**src/rtl/adder_16.sv**
```systemverilog
// Registered 16-bit adder built from four 4-bit CLA groups and a group-level
// lookahead unit; sum, carry-out and signed overflow appear one cycle later.
module adder_16 (
    input  logic        clk,
    input  logic        rst,
    input  logic        in_valid,
    input  logic [15:0] x,
    input  logic [15:0] y,
    input  logic        cin,
    output logic        out_valid,
    output logic [15:0] sum,
    output logic        cout,
    output logic        ovf
);

    logic [15:0] g;
    logic [15:0] p;
    logic [16:0] c;
    logic [3:0]  gg;
    logic [3:0]  gp;
    logic [4:0]  gc;

    logic [15:0] sum_d, sum_q;
    logic        cout_d, cout_q;
    logic        ovf_d, ovf_q;
    logic        vld_q;

    assign g = x & y;
    assign p = x ^ y;

    for (genvar k = 0; k < 4; k++) begin : g_grp
        localparam int B = 4 * k;

        assign gg[k] = g[B+3]
                     | (p[B+3] & g[B+2])
                     | (p[B+3] & p[B+2] & g[B+1])
                     | (p[B+3] & p[B+2] & p[B+1] & g[B]);
        assign gp[k] = &p[B+3:B];

        // In-group carries in flat lookahead form from the group carry-in
        assign c[B]   = gc[k];
        assign c[B+1] = g[B]
                      | (p[B] & gc[k]);
        assign c[B+2] = g[B+1]
                      | (p[B+1] & g[B])
                      | (p[B+1] & p[B] & gc[k]);
        assign c[B+3] = g[B+2]
                      | (p[B+2] & g[B+1])
                      | (p[B+2] & p[B+1] & g[B])
                      | (p[B+2] & p[B+1] & p[B] & gc[k]);
    end

    assign gc[0] = cin;
    assign gc[1] = gg[0]
                 | (gp[0] & cin);
    assign gc[2] = gg[1]
                 | (gp[1] & gg[0])
                 | (gp[1] & gp[0] & cin);
    assign gc[3] = gg[2]
                 | (gp[2] & gg[1])
                 | (gp[2] & gp[1] & gg[0])
                 | (gp[2] & gp[1] & gp[0] & cin);
    assign gc[4] = gg[3]
                 | (gp[3] & gg[2])
                 | (gp[3] & gp[2] & gg[1])
                 | (gp[3] & gp[2] & gp[1] & gg[0])
                 | (gp[3] & gp[2] & gp[1] & gp[0] & cin);
    assign c[16] = gc[4];

    assign sum_d  = p ^ c[15:0];
    assign cout_d = c[16];
    assign ovf_d  = c[15] ^ c[16];

    always_ff @(posedge clk) begin
        if (rst) begin
            sum_q  <= 16'h0000;
            cout_q <= 1'b0;
            ovf_q  <= 1'b0;
            vld_q  <= 1'b0;
        end else begin
            vld_q <= in_valid;
            if (in_valid) begin
                sum_q  <= sum_d;
                cout_q <= cout_d;
                ovf_q  <= ovf_d;
            end
        end
    end

    assign out_valid = vld_q;
    assign sum       = sum_q;
    assign cout      = cout_q;
    assign ovf       = ovf_q;

endmodule

```
**config.mk**
```make
export PLATFORM = sky130hd
export DESIGN_NAME = adder_16
export DESIGN_NICKNAME = d
export VERILOG_FILES = /design/src/rtl/adder_16.sv
export SDC_FILE = /design/constraint.sdc
export NUM_CORES = 1
export LEC_CHECK = 0
export ABC_AREA = 0
export BUFFER_PORTS_ARGS = -buffer_cell sky130_fd_sc_hd__buf_4
export CAP_MARGIN = 0
export CORE_MARGIN = 5
export CORE_UTILIZATION = 35
export CTS_CLUSTER_DIAMETER = 40
export CTS_CLUSTER_SIZE = 12
export DETAILED_ROUTE_END_ITERATION = 10
export RECOVER_POWER = 25
export SYNTH_ARGS = -nofsm -noshare
export SYNTH_HDL_FRONTEND = slang
export SYNTH_SLANG_ARGS = --single-unit
```
**constraint.sdc**
```tcl
create_clock -name clk -period 3.1 [get_ports clk]
set_input_delay 0.62 -clock clk [delete_from_list [all_inputs] [get_ports clk]]
set_output_delay 0.62 -clock clk [all_outputs]
set_load 0.005 [all_outputs]
```
## Yosys cells after proc, flatten, opt, wreduce, memory -nomap -nowiden

Cells that the tools add are included.

| operators by class | value |
|---|---|
| bitwise operators | 122 |
| reduce and logical (&&, ||, !) cells | 4 |

Operators with widths:

| operator | count |
|---|---|
| $and 1x1->1 | 72 |
| $or 1x1->1 | 46 |
| $xor 16x16->16 | 2 |
| $and 16x16->16 | 1 |
| $reduce_and 4->1 | 4 |
| $xor 1x1->1 | 1 |

| storage, ports and cells | value |
|---|---|
| flip-flop bits (word level) | 19 |
| word-level logic and storage cells | 130 |

## Logic depth before layout (Yosys ltp)

Gate-level depths: netlist (run 1).

| depth | value |
|---|---|
| depth in word-level cells | 12 |
| depth in mapped cells | 8 |
| gate-level depth less buffers | 8 |

## Worst setup path after synthesis (run 1)

No wires, ideal clock.

| timing path | value |
|---|---|
| path type | input-to-reg |
| from | in y[9] |
| to | reg sum_q[13], in the netlist sum[13] |
| data arrival time | 2.374 ns |
| cell stages on the path | 8 |
| path buffers | 0 |
| setup time | 0.086 ns |
| data required time | 3.014 ns |
| path slack | 0.641 ns |
| cell sequence | ha_1 -> a21o_1 -> a21o_1 -> a221oi_4 -> nand2_2 -> fa_1 -> xnor2_1 -> a211oi_1 |

| on the way | value |
|---|---|
| cells in the longest elaborated chain, start to end | 10 |
| elaborated cells on any way between the ends | 19 |
| those cells by class | bitwise (18); reduce/logical (1) |

RTL lines:

| what | line | RTL |
|---|---|---|
| start, declared | 8 | `input logic [15:0] y,` |
| $and 16x16->16 / $xor 16x16->16 (equally long branches) | 28, 29 |  |
| $and 1x1->1, on equally long branches | 36, 37 |  |
| $or 1x1->1 / $and 1x1->1 (equally long branches) | 36, 37 |  |
| $or 1x1->1 | 37 | `\| (p[B+3] & p[B+2] & p[B+1] & g[B]);` |
| $or 1x1->1 | 60 | `\| (gp[2] & gg[1])` |
| $or 1x1->1 | 61 | `\| (gp[2] & gp[1] & gg[0])` |
| $or 1x1->1 * | 62 | `\| (gp[2] & gp[1] & gp[0] & cin);` |
| $and 1x1->1 * | 43 | `\| (p[B] & gc[k]);` |
| $or 1x1->1 * | 43 |  |
| $xor 16x16->16 * | 70 | `assign sum_d = p ^ c[15:0];` |
| end signal, assigned | 83 | `sum_q <= sum_d;` |
| end, declared | 23 | `logic [15:0] sum_d, sum_q;` |

Mark *: on every way between the ends. The rest lies on a longest branch, timed or not.
A chain may end at the register's enable or synchronous reset.

## Worst setup path after layout (run 1)

Ends and elaborated chain as after synthesis.

==> results.ini, run 1 <==
[setup_path]
end_kind=flop
rr_startpoint=sum[5]$_SDFFE_PP0P_
crit_chain=buf_4 > ha_1 > a21o_1 > a21o_1 > a221oi_4 > nand2_2 > fa_1 > xnor2_1 > a211oi_1
slowest_delay_ps=380
crit_top_cell=a21o_1
worstPathArrival_ps=2590
cp.depth=9
critPathBufInv=1
start_kind=input port
cp_top_family=compound AO/OA/AOI/OAI gates
required_ps=3270
critical_path.startpoint=y[9]
crit_type=input port to flop
slowest_stage=fa_1
reg2reg_depth=2
crit_path_max_fanout=4

[logic_synthesis]
ys_seq_area_share_pct=29.46
async_reset_ff_share_pct=0
synth-seq-cells=19
yosysTopAreaCellShare_pct=29.46
syn-num-nets=194
yosysWarnings=0
synth-main-ff-cell=dfxtp_1
synth_cell_types=33
yosys-top-cells-area=dfxtp_1, ha_1, mux2i_1
synth_cells=138
avgSynthCellArea_sq_um=9.357
synth-edff-count=0
syn_area_sq_um=1291
yosysTopAreaCell=dfxtp_1

[power]
switching_share_pct=29.46
power_leakage_nw=0.8645
finalPower_mw=0.7075
pwr-share-seq_pct=40.2
internal-power_mw=0.4990
p_comb_share_pct=36.0
switchingPower_mw=0.2084
ir_drop_mv=0.2402
power_density_nw_per_um2=396.5
p_clk_share_pct=23.9

[sta]
hold_viol=0
rsz0062_at_grt=false
fmax_mhz=413.5
post-route-period-util_pct=78.01
setup_tns_ps=0
worst_pin_slew_ps=1226
slew_viol_final=0
setup_violations=0
maxSlewHeadroom_pct=18.28
fin_skew_ps=0
fin_crit_ps=2418

[global_routing]
grt_usage_pct=11.87
grt_max_degree=24
grt_overflow=0
grt_antenna_before_repair=0
grt_pass1_vias=1193
grt_pass1_wl_um=4905

[clock_network]
hold_buffers=0
cts_root_buf=clkbuf_8
htreeDepth=1
post_cts_buffers=0
worstSkewPairLatency_ps=250
cts_buffer_depth=2
cts_buffers=3
cts_tree=done
cts.clk_slew.worst_paths_ps=70
cts_num_sinks=19
post_cts_resized=0

[placed_design]
dp_hpwl_um=2516
gp_congestion=0.8061
portBuffers=54

[job]
drv_cap=0

[route]
drtPass1Iterations=4
drcViolationCount=0
wl_met2_um=1585
met3RoutedLength_um=168
num_vias=1171
wl_per_cell_um=12.32
antenna_left=0
totalWireLength_um=2956
viasPerCell=4.879
drt_iter0_markers=23
top_layer=met4
wl_met1_um=1167

[final_layout]
diodes=0
synthToLayoutAreaGrowth_pct=38.18
fin_nets=249
nFillCells=360
layout-drive-gt1-share_pct=32.81

[worst_hold_path]
hold_class=flop to flop
hold_path_depth=2
worstHoldStart=ovf$_SDFFE_PP0P_

[die]
dieArea_sq_um=5004
die_h_um=70.74
rows=22
dieWidth_um=70.74
initial_core_util_pct=35.81
num_io_pins=55
design.core.area_sq_um=3606

[run_status]
status=complete, no violations

path summary, 6_finish.rpt:
| check | endpoint | slack [ps] |
|---|---|---|
| setup / recovery | sum[13]$_SDFFE_PP0P_ | 680 |
| hold / removal | ovf$_SDFFE_PP0P_ | 460 |
| setup reg to reg | sum[5]$_SDFFE_PP0P_ | 2400 |
| hold reg to reg | ovf$_SDFFE_PP0P_ | 460 |
registers in the layout, summed over array words and instances (netlist names):
| register | flops |
|---|---|
| ovf | 1 |
| sum | 16 |
| cout | 1 |
| out_valid | 1 |
worst min-delay path, delay by kind of cell, from the launching register on:
| kind | cells | cell delay (ps) |
|---|---|---|
| compound gates | 1 | 50 |
| flops | 1 | 320 |
| simple gates | 1 | 50 |
power groups by stage:
stage	Sequential (mW)	Clock [mW]	Combinational, mW
after floorplan	0.291	0	0.152
after global placement	0.289	0	0.254
after detailed placement	0.290	0	0.259
after CTS	0.285	0.177	0.261
after global routing	0.287	0.190	0.287
final	0.284	0.169	0.254
metrics by stage:
stage          worst slack, ps  std cells  area, sq um  utilization (%)  hold WS, ps
3_3_place_gp             446.4        236         1742            48.30        454.2
3_5_place_dp             420.1        236         1742            48.30        458.7
4_1_cts                  683.6        240         1788            49.58        468.4
2_1_floorplan            641.0        138         1291                -        441.9
6_report                 681.6        240         1784            49.48        462.8
5_1_grt                  546.1        240         1784            49.48        478.9
placed cells by master (no fill, tap or decap), types with 5 or more instances in the layout:
cell type  count
buf_4         46
nor2_1        21
dfxtp_1       19
ha_1          16
mux2i_1        9
xnor2_1        8
clkbuf_4       7
a211oi_1       6
o21ai_1        5
a21oi_1        5
a21o_1         5
kinds of logic (layout without fill, tap and decap cells):
kind of cell	count (synthesis)	in the layout	share of synthesized area, %
AOI/OAI and AO/OA	34	34	19.28
xor gates and xnor gates	12	12	8.139
adders and majority gates	20	20	21.71
buffers and inverters	10	64	2.906
DFF	19	19	29.46
muxes	9	9	6.977
and+or+nand+nor	34	34	11.53
metal layers:
metal / vias to the layer above / GRT usage (%)
met4: 0 / 3.758
met1: 543 / 12.25
met5: - / 0
met3: 2 / 3.409
li1: 598 / -
met2: 28 / 22.76
cell usage after synthesis, types with 2 or more instances:
cell and instances:
a21oi_1 5, buf_1 3, nand2b_1 4, a21o_1 5, xor2_1 4, inv_1 4, mux2i_1 9, nand3_1 2
a31oi_1 3, fa_1 4, a211oi_1 6, ha_1 16, nand2_1 3, dfxtp_1 19, xnor2_1 8, o21ai_1 5
nor2_1 21, o22ai_1 2
layout make-up:
cell class,instances,area [sq um],area share [%]
Clock inverter,1,5.005,0.2805
Timing Repair Buffer,54,401.6,22.51
Tap cell,48,60.06,3.366
Sequential cell,19,380.4,21.32
Clock buffer,3,41.29,2.314
Multi-Input combinational cell,109,873.3,48.95
Inverter,6,22.52,1.262
Power figures use the tool's default switching activity.
==> run 2, diff against run 1 <==
ABC_AREA = 1   (was 0)
clock period = 2 ns   (was 3.1 ns; I/O delays follow)
==> run 2 against run 1 <==
  * Cell count rose by 49%
  * Critical endpoint unchanged
  * Global-route usage rose by 1.5 points
  * Via count rose by 41%
  * Highest routed layer unchanged
  * Register-to-register slack got worse by 1100 ps
  * Cell area rose by 27%
  * Die area rose by 17%
  * Clock skew did not move
==> results.ini, run 2 <==
[final_layout]
final_cell_mix=buf_4, nor2_1, nand2_1, inv_1, dfxtp_1
largest_reg_flops=16  ; unchanged
fin_nets=363  ; +46%
layout-drive-gt1-share_pct=33.01  ; +0.19 points
layout_commonest_cell=buf_4
synthToLayoutAreaGrowth_pct=46.08
diodes=0  ; unchanged
design_area_sq_um=2261  ; +27%

[logic_synthesis]
yosysTopAreaCellShare_pct=24.58  ; -4.9 points
yosysMostFrequentCell=nor2_1
yosysWarnings=0  ; unchanged
synth-main-ff-cell=dfxtp_1
synthTopCellsByCount=nor2_1, nand2_1, inv_1, dfxtp_1, ha_1
synth_cells=230  ; +67%
avgSynthCellArea_sq_um=6.729  ; -28%
synth_cell_types=26  ; -21%
yosys-top-cells-area=dfxtp_1, ha_1, nor2_1
syn_area_sq_um=1548  ; +20%
yosysTopAreaCell=dfxtp_1
synth-edff-count=0  ; unchanged
syn-num-nets=286  ; +47%
ys_seq_area_share_pct=24.58  ; -4.9 points
async_reset_ff_share_pct=0  ; unchanged
synth-seq-cells=19  ; unchanged

[clock_network]
htreeDepth=1  ; unchanged
cts_tree=done
hold_buffers=0  ; unchanged
cts_buffers=3  ; unchanged
cts_buffer_depth=2  ; unchanged
worstSkewPairLatency_ps=250  ; about the same
cts_root_buf=clkbuf_8
cts_num_sinks=19  ; unchanged
cts.clk_slew.worst_paths_ps=70  ; about the same
post_cts_buffers=0  ; unchanged

[die]
dieWidth_um=76.50  ; +8.1%
rows=24  ; +9.1%
die_h_um=76.50  ; +8.1%
initial_core_util_pct=35.79  ; about the same
num_io_pins=55  ; unchanged
design.core.area_sq_um=4324  ; +20%
dieArea_sq_um=5852  ; +17%

[route]
totalWireLength_um=3972  ; +34%
drtPass1Iterations=4  ; unchanged
wl_per_cell_um=11.09  ; -9.9%
num_vias=1649  ; +41%
drt_iter0_markers=39  ; +70%
viasPerCell=4.606  ; -5.6%
drcViolationCount=0  ; unchanged
antenna_left=0  ; unchanged

[setup_path]
start_kind=input port
end_kind=flop
required_ps=2150  ; -1120 ps
crit_path_max_fanout=3  ; -1
crit_type=input port to flop
worstPathArrival_ps=1990  ; -600 ps

[power]
ir_drop_mv=0.2623  ; +9.2%
power_leakage_nw=1.217  ; +41%
power_density_nw_per_um2=532.3  ; +34%

[sta]
worst_pin_slew_ps=390.3  ; -835.5 ps
fin_crit_ps=1845
hold_ws_ps=416.9  ; -45.90 ps
post-route-period-util_pct=92.25
setup_violations=0  ; unchanged
slew_viol_final=0  ; unchanged
fmax_mhz=542.0
fin_skew_ps=0  ; unchanged
rsz0062_at_grt=false
hold_viol=0  ; unchanged
maxSlewHeadroom_pct=73.95  ; +56 points
setup_tns_ps=0  ; unchanged

[run_status]
status=complete, no violations

[placed_design]
dp_hpwl_um=3232  ; +28%
portBuffers=54  ; unchanged
placed_area_sq_um=2203  ; +27%
gp_congestion=0.8031  ; -0.37%

[global_routing]
grt_pass1_wl_um=6679  ; +36%
grt_usage_pct=13.34  ; +1.5 points
grt_antenna_before_repair=0  ; unchanged
grt_max_degree=28  ; +17%
grt_pass1_vias=1589  ; +33%
grt_overflow=0  ; unchanged

[job]
drv_cap=0  ; unchanged

[worst_hold_path]
hold_class=input port to flop

## run 2: worst paths after layout
kind                        startpoint                    to  slack (ps)  cells after the start
hold / removal                     rst  out_valid$_SDFF_PP0_         420                      2
setup reg to reg      ovf$_SDFFE_PP0P_      ovf$_SDFFE_PP0P_        1300                      4
setup / recovery                  y[7]  sum[13]$_SDFFE_PP0P_         150                     12
hold reg to reg   sum[12]$_SDFFE_PP0P_  sum[12]$_SDFFE_PP0P_         500                      2
## run 2: report_power, final
part           internal [mW]  switching, mW
Sequential             0.415         0.0190
Clock                  0.142          0.127
Combinational          0.261          0.240
## run 2: through the flow
stage / cells / power [mW] / worst slack, ps / utilization [%]
floorplan: 230 / 0.7144 / 19.02 / -
global placement: 354 / 0.9405 / -142.6 / 50.95
detailed placement: 354 / 0.9449 / -175.5 / 50.95
CTS: 358 / 1.221 / 101.4 / 52.00
global route: 358 / 1.302 / 22.82 / 52.29
finish: 358 / 1.203 / 155.0 / 52.29
## run 2: kinds of logic (layout without fill, tap and decap cells)
logic type                 after synthesis  in the layout  share of synthesized area (%)
adders and majority gates               20             20                          18.11
buffers and inverters                   40            116                          9.701
and+or+nand+nor                        111            111                          31.04
AOI/OAI and AO/OA                       34             34                          13.18
DFF                                     19             19                          24.58
xor gates and xnor gates                 6              6                          3.395
## run 2: area by class of cell
cell class / instances / area [sq um]
Multi-Input combinational cell: 171 / 1065
Timing Repair Buffer: 77 / 574.3
Sequential cell: 19 / 380.4
Clock buffer: 4 / 45.04
Inverter: 35 / 131.4
Tap cell: 52 / 65.06
Fill cell: 460 / 2063
## run 2: routing by layer
metal	vias to the layer above	wire length, um	global-route usage (%)	part of all wire [%]
met2	33	1916	23.37	48
met3	2	191	4.137	4.8
met1	734	1854	16.39	47
li1	880	-	-	-
met5	-	0	0	0
met4	0	10	1.573	0.25
## run 2: worst max-delay path, stage by stage
cell and delay (ps):
buf_4 110, ha_1 320, nand2_1 110, inv_1 40, nand2_1 50, nand2_1 80, a21oi_2 140, nand2_2 70
fa_2 330, xor2_1 160, o21ai_0 140, inv_1 50
## run 2: what timing repair did
| item | in CTS | in global routing |
|---|---|---|
| endpoints found under the setup margin | 0 | 1 |
| resized for setup | 0 | 3 |
| endpoints found under the hold margin | 0 | 0 |
==> run 3, diff against run 2 <==
ABC_AREA = unset   (was 1)
PLACE_DENSITY_LB_ADDON = 0.12   (was unset)
==> run 3 against run 2 <==
  * Sequential share of layout area increased by 1.8 points
  * Flip-flop and latch count stayed put
  * Register-to-register slack gained 30 ps
  * Count of clock-buffer cells in the layout shrank 1
  * Cell area shrank 9.5%
==> results.ini, run 3 (synthesis gave the netlist of run 1 again) <==
[clock_network]
worstSkewPairLatency_ps=250  ; about the same
cts_tree=done
cts_root_buf=clkbuf_8
htreeDepth=1  ; unchanged
cts_num_sinks=19  ; unchanged
cts_buffers=3  ; unchanged
cts.clk_slew.worst_paths_ps=80  ; about the same
cts_buffer_depth=2  ; unchanged

[route]
drtPass1Iterations=4  ; unchanged
drcViolationCount=0  ; unchanged
totalWireLength_um=3209  ; -19%
num_vias=1234  ; -25%
wl_per_cell_um=12.30  ; +11%
drt_iter0_markers=40  ; +2.6%
antenna_left=0  ; unchanged
viasPerCell=4.728  ; +2.6%

[setup_path]
regToRegSetupSlack_ps=1330  ; +30 ps
worstPathArrival_ps=2190  ; +200 ps
crit_path_max_fanout=3  ; unchanged
crit_type=input port to flop
required_ps=2200  ; +50 ps
end_kind=flop
start_kind=input port

[placed_design]
dp_hpwl_um=2653  ; -18%
dp.cells=253  ; -29%
gp_congestion=0.7705  ; -4.1%
portBuffers=54  ; unchanged

[die]
num_io_pins=55  ; unchanged
rows=22  ; -8.3%
die_h_um=70.74  ; -7.5%
dieArea_sq_um=5004  ; -14%
design.core.area_sq_um=3606  ; -17%
dieWidth_um=70.74  ; -7.5%
initial_core_util_pct=35.81  ; about the same

[final_layout]
finalNonFillerCells=261  ; -27%
layout-drive-gt1-share_pct=46.48  ; +13 points
largest_reg_flops=16  ; unchanged
fin_nets=270  ; -26%
diodes=0  ; unchanged
synthToLayoutAreaGrowth_pct=58.43
final_cell_mix=buf_4, nor2_1, dfxtp_1, ha_1, mux2i_1
layout_commonest_cell=buf_4

[global_routing]
grt_pass1_wl_um=5416  ; -19%
grt_usage_pct=13.02  ; -0.32 points
grt_max_degree=24  ; -14%
grt_pass1_vias=1286  ; -19%
grt_overflow=0  ; unchanged
grt_antenna_before_repair=0  ; unchanged

[run_status]
status=complete, no violations

[sta]
setup_violations=0  ; unchanged
setup_tns_ps=0  ; unchanged
fin_crit_ps=1999  ; +153.5 ps
post-route-period-util_pct=99.93  ; +7.7 points
fin_skew_ps=0  ; unchanged
fmax_mhz=500.4  ; -7.7%
worst_pin_slew_ps=304.4  ; -85.91 ps
slew_viol_final=0  ; unchanged
maxSlewHeadroom_pct=79.71  ; +5.8 points
hold_ws_ps=459.8  ; +42.83 ps
hold_viol=0  ; unchanged
rsz0062_at_grt=true

[power]
p_comb_share_pct=40.7  ; -0.9 points
switchingPower_mw=0.3614  ; -6.4%
power_density_nw_per_um2=585.6  ; +10%
p_clk_share_pct=22.6  ; +0.3 points
ir_drop_mv=0.2343  ; -11%
power_leakage_nw=0.9687  ; -20%
pwr-share-seq_pct=36.7  ; +0.6 points
switching_share_pct=30.17  ; -1.9 points
internal-power_mw=0.8366  ; +2.3%

[job]
drv_cap=0  ; unchanged

[worst_hold_path]
hold_class=flop to flop

-- run 3: area by class of cell --
cell class | count | area (sq um)
inverters | 6 | 22.52
well taps | 48 | 60.06
repair buffers | 75 | 559.3
fillers | 365 | 1560
clock inverters | 1 | 5.005
multi-input cells | 109 | 977.2
flip-flops and latches | 19 | 380.4
clock buffers | 3 | 41.29
-- run 3: worst max-delay path, cell delays in order --
cell and delay, ps:
buf_6 100, ha_4 230, a21o_1 170, a21o_1 190, a221oi_4 280, nand2_2 100, fa_2 550, mux2i_1 60
nor2_1 110
-- run 3: repair_timing --
action / in CTS / in global routing
hold buffers: 0 / 0
setup endpoints to repair: 2 / 7
pin swaps: 8 / 17
hold endpoints to repair: 0 / 0
buffers inserted: 2 / 2
resized for setup: 6 / 7
-- run 3: per-stage QoR --
stage	instance area (sq um)	worst slack (ps)	power [mW]	util [%]
after global routing	2046	-125.9	1.292	56.73
after detailed placement	1913	-322.4	0.9103	53.05
after CTS	2012	-37.92	1.208	55.79
after floorplan	1335	-74.92	0.6977	-
final	2046	1.448	1.198	56.73
after global placement	1913	-261.6	0.8986	53.05
-- run 3: layer usage --
metal	vias up	global-route usage [%]	routed length, um
met5	-	0	0
met4	0	3.132	19
met3	2	2.841	167
met2	26	23.58	1637
met1	569	15.54	1385
li1	637	-	-
-- run 3: final timing paths --
check / to / cells past startpoint / startpoint
worst max-delay path: sum[12]$_SDFFE_PP0P_ / 9 / y[9]
worst min-delay path: sum[14]$_SDFFE_PP0P_ / 2 / sum[14]$_SDFFE_PP0P_
worst max register to register: sum[9]$_SDFFE_PP0P_ / 2 / sum[9]$_SDFFE_PP0P_
worst min register to register: sum[14]$_SDFFE_PP0P_ / 2 / sum[14]$_SDFFE_PP0P_
-- run 3: power groups by stage --
stage	clock network (mW)	logic, mW	registers (mW)
floorplan	0	0.247	0.451
global placement	0	0.451	0.447
detailed placement	0	0.461	0.449
CTS	0.285	0.482	0.441
global route	0.302	0.545	0.445
finish	0.271	0.488	0.439
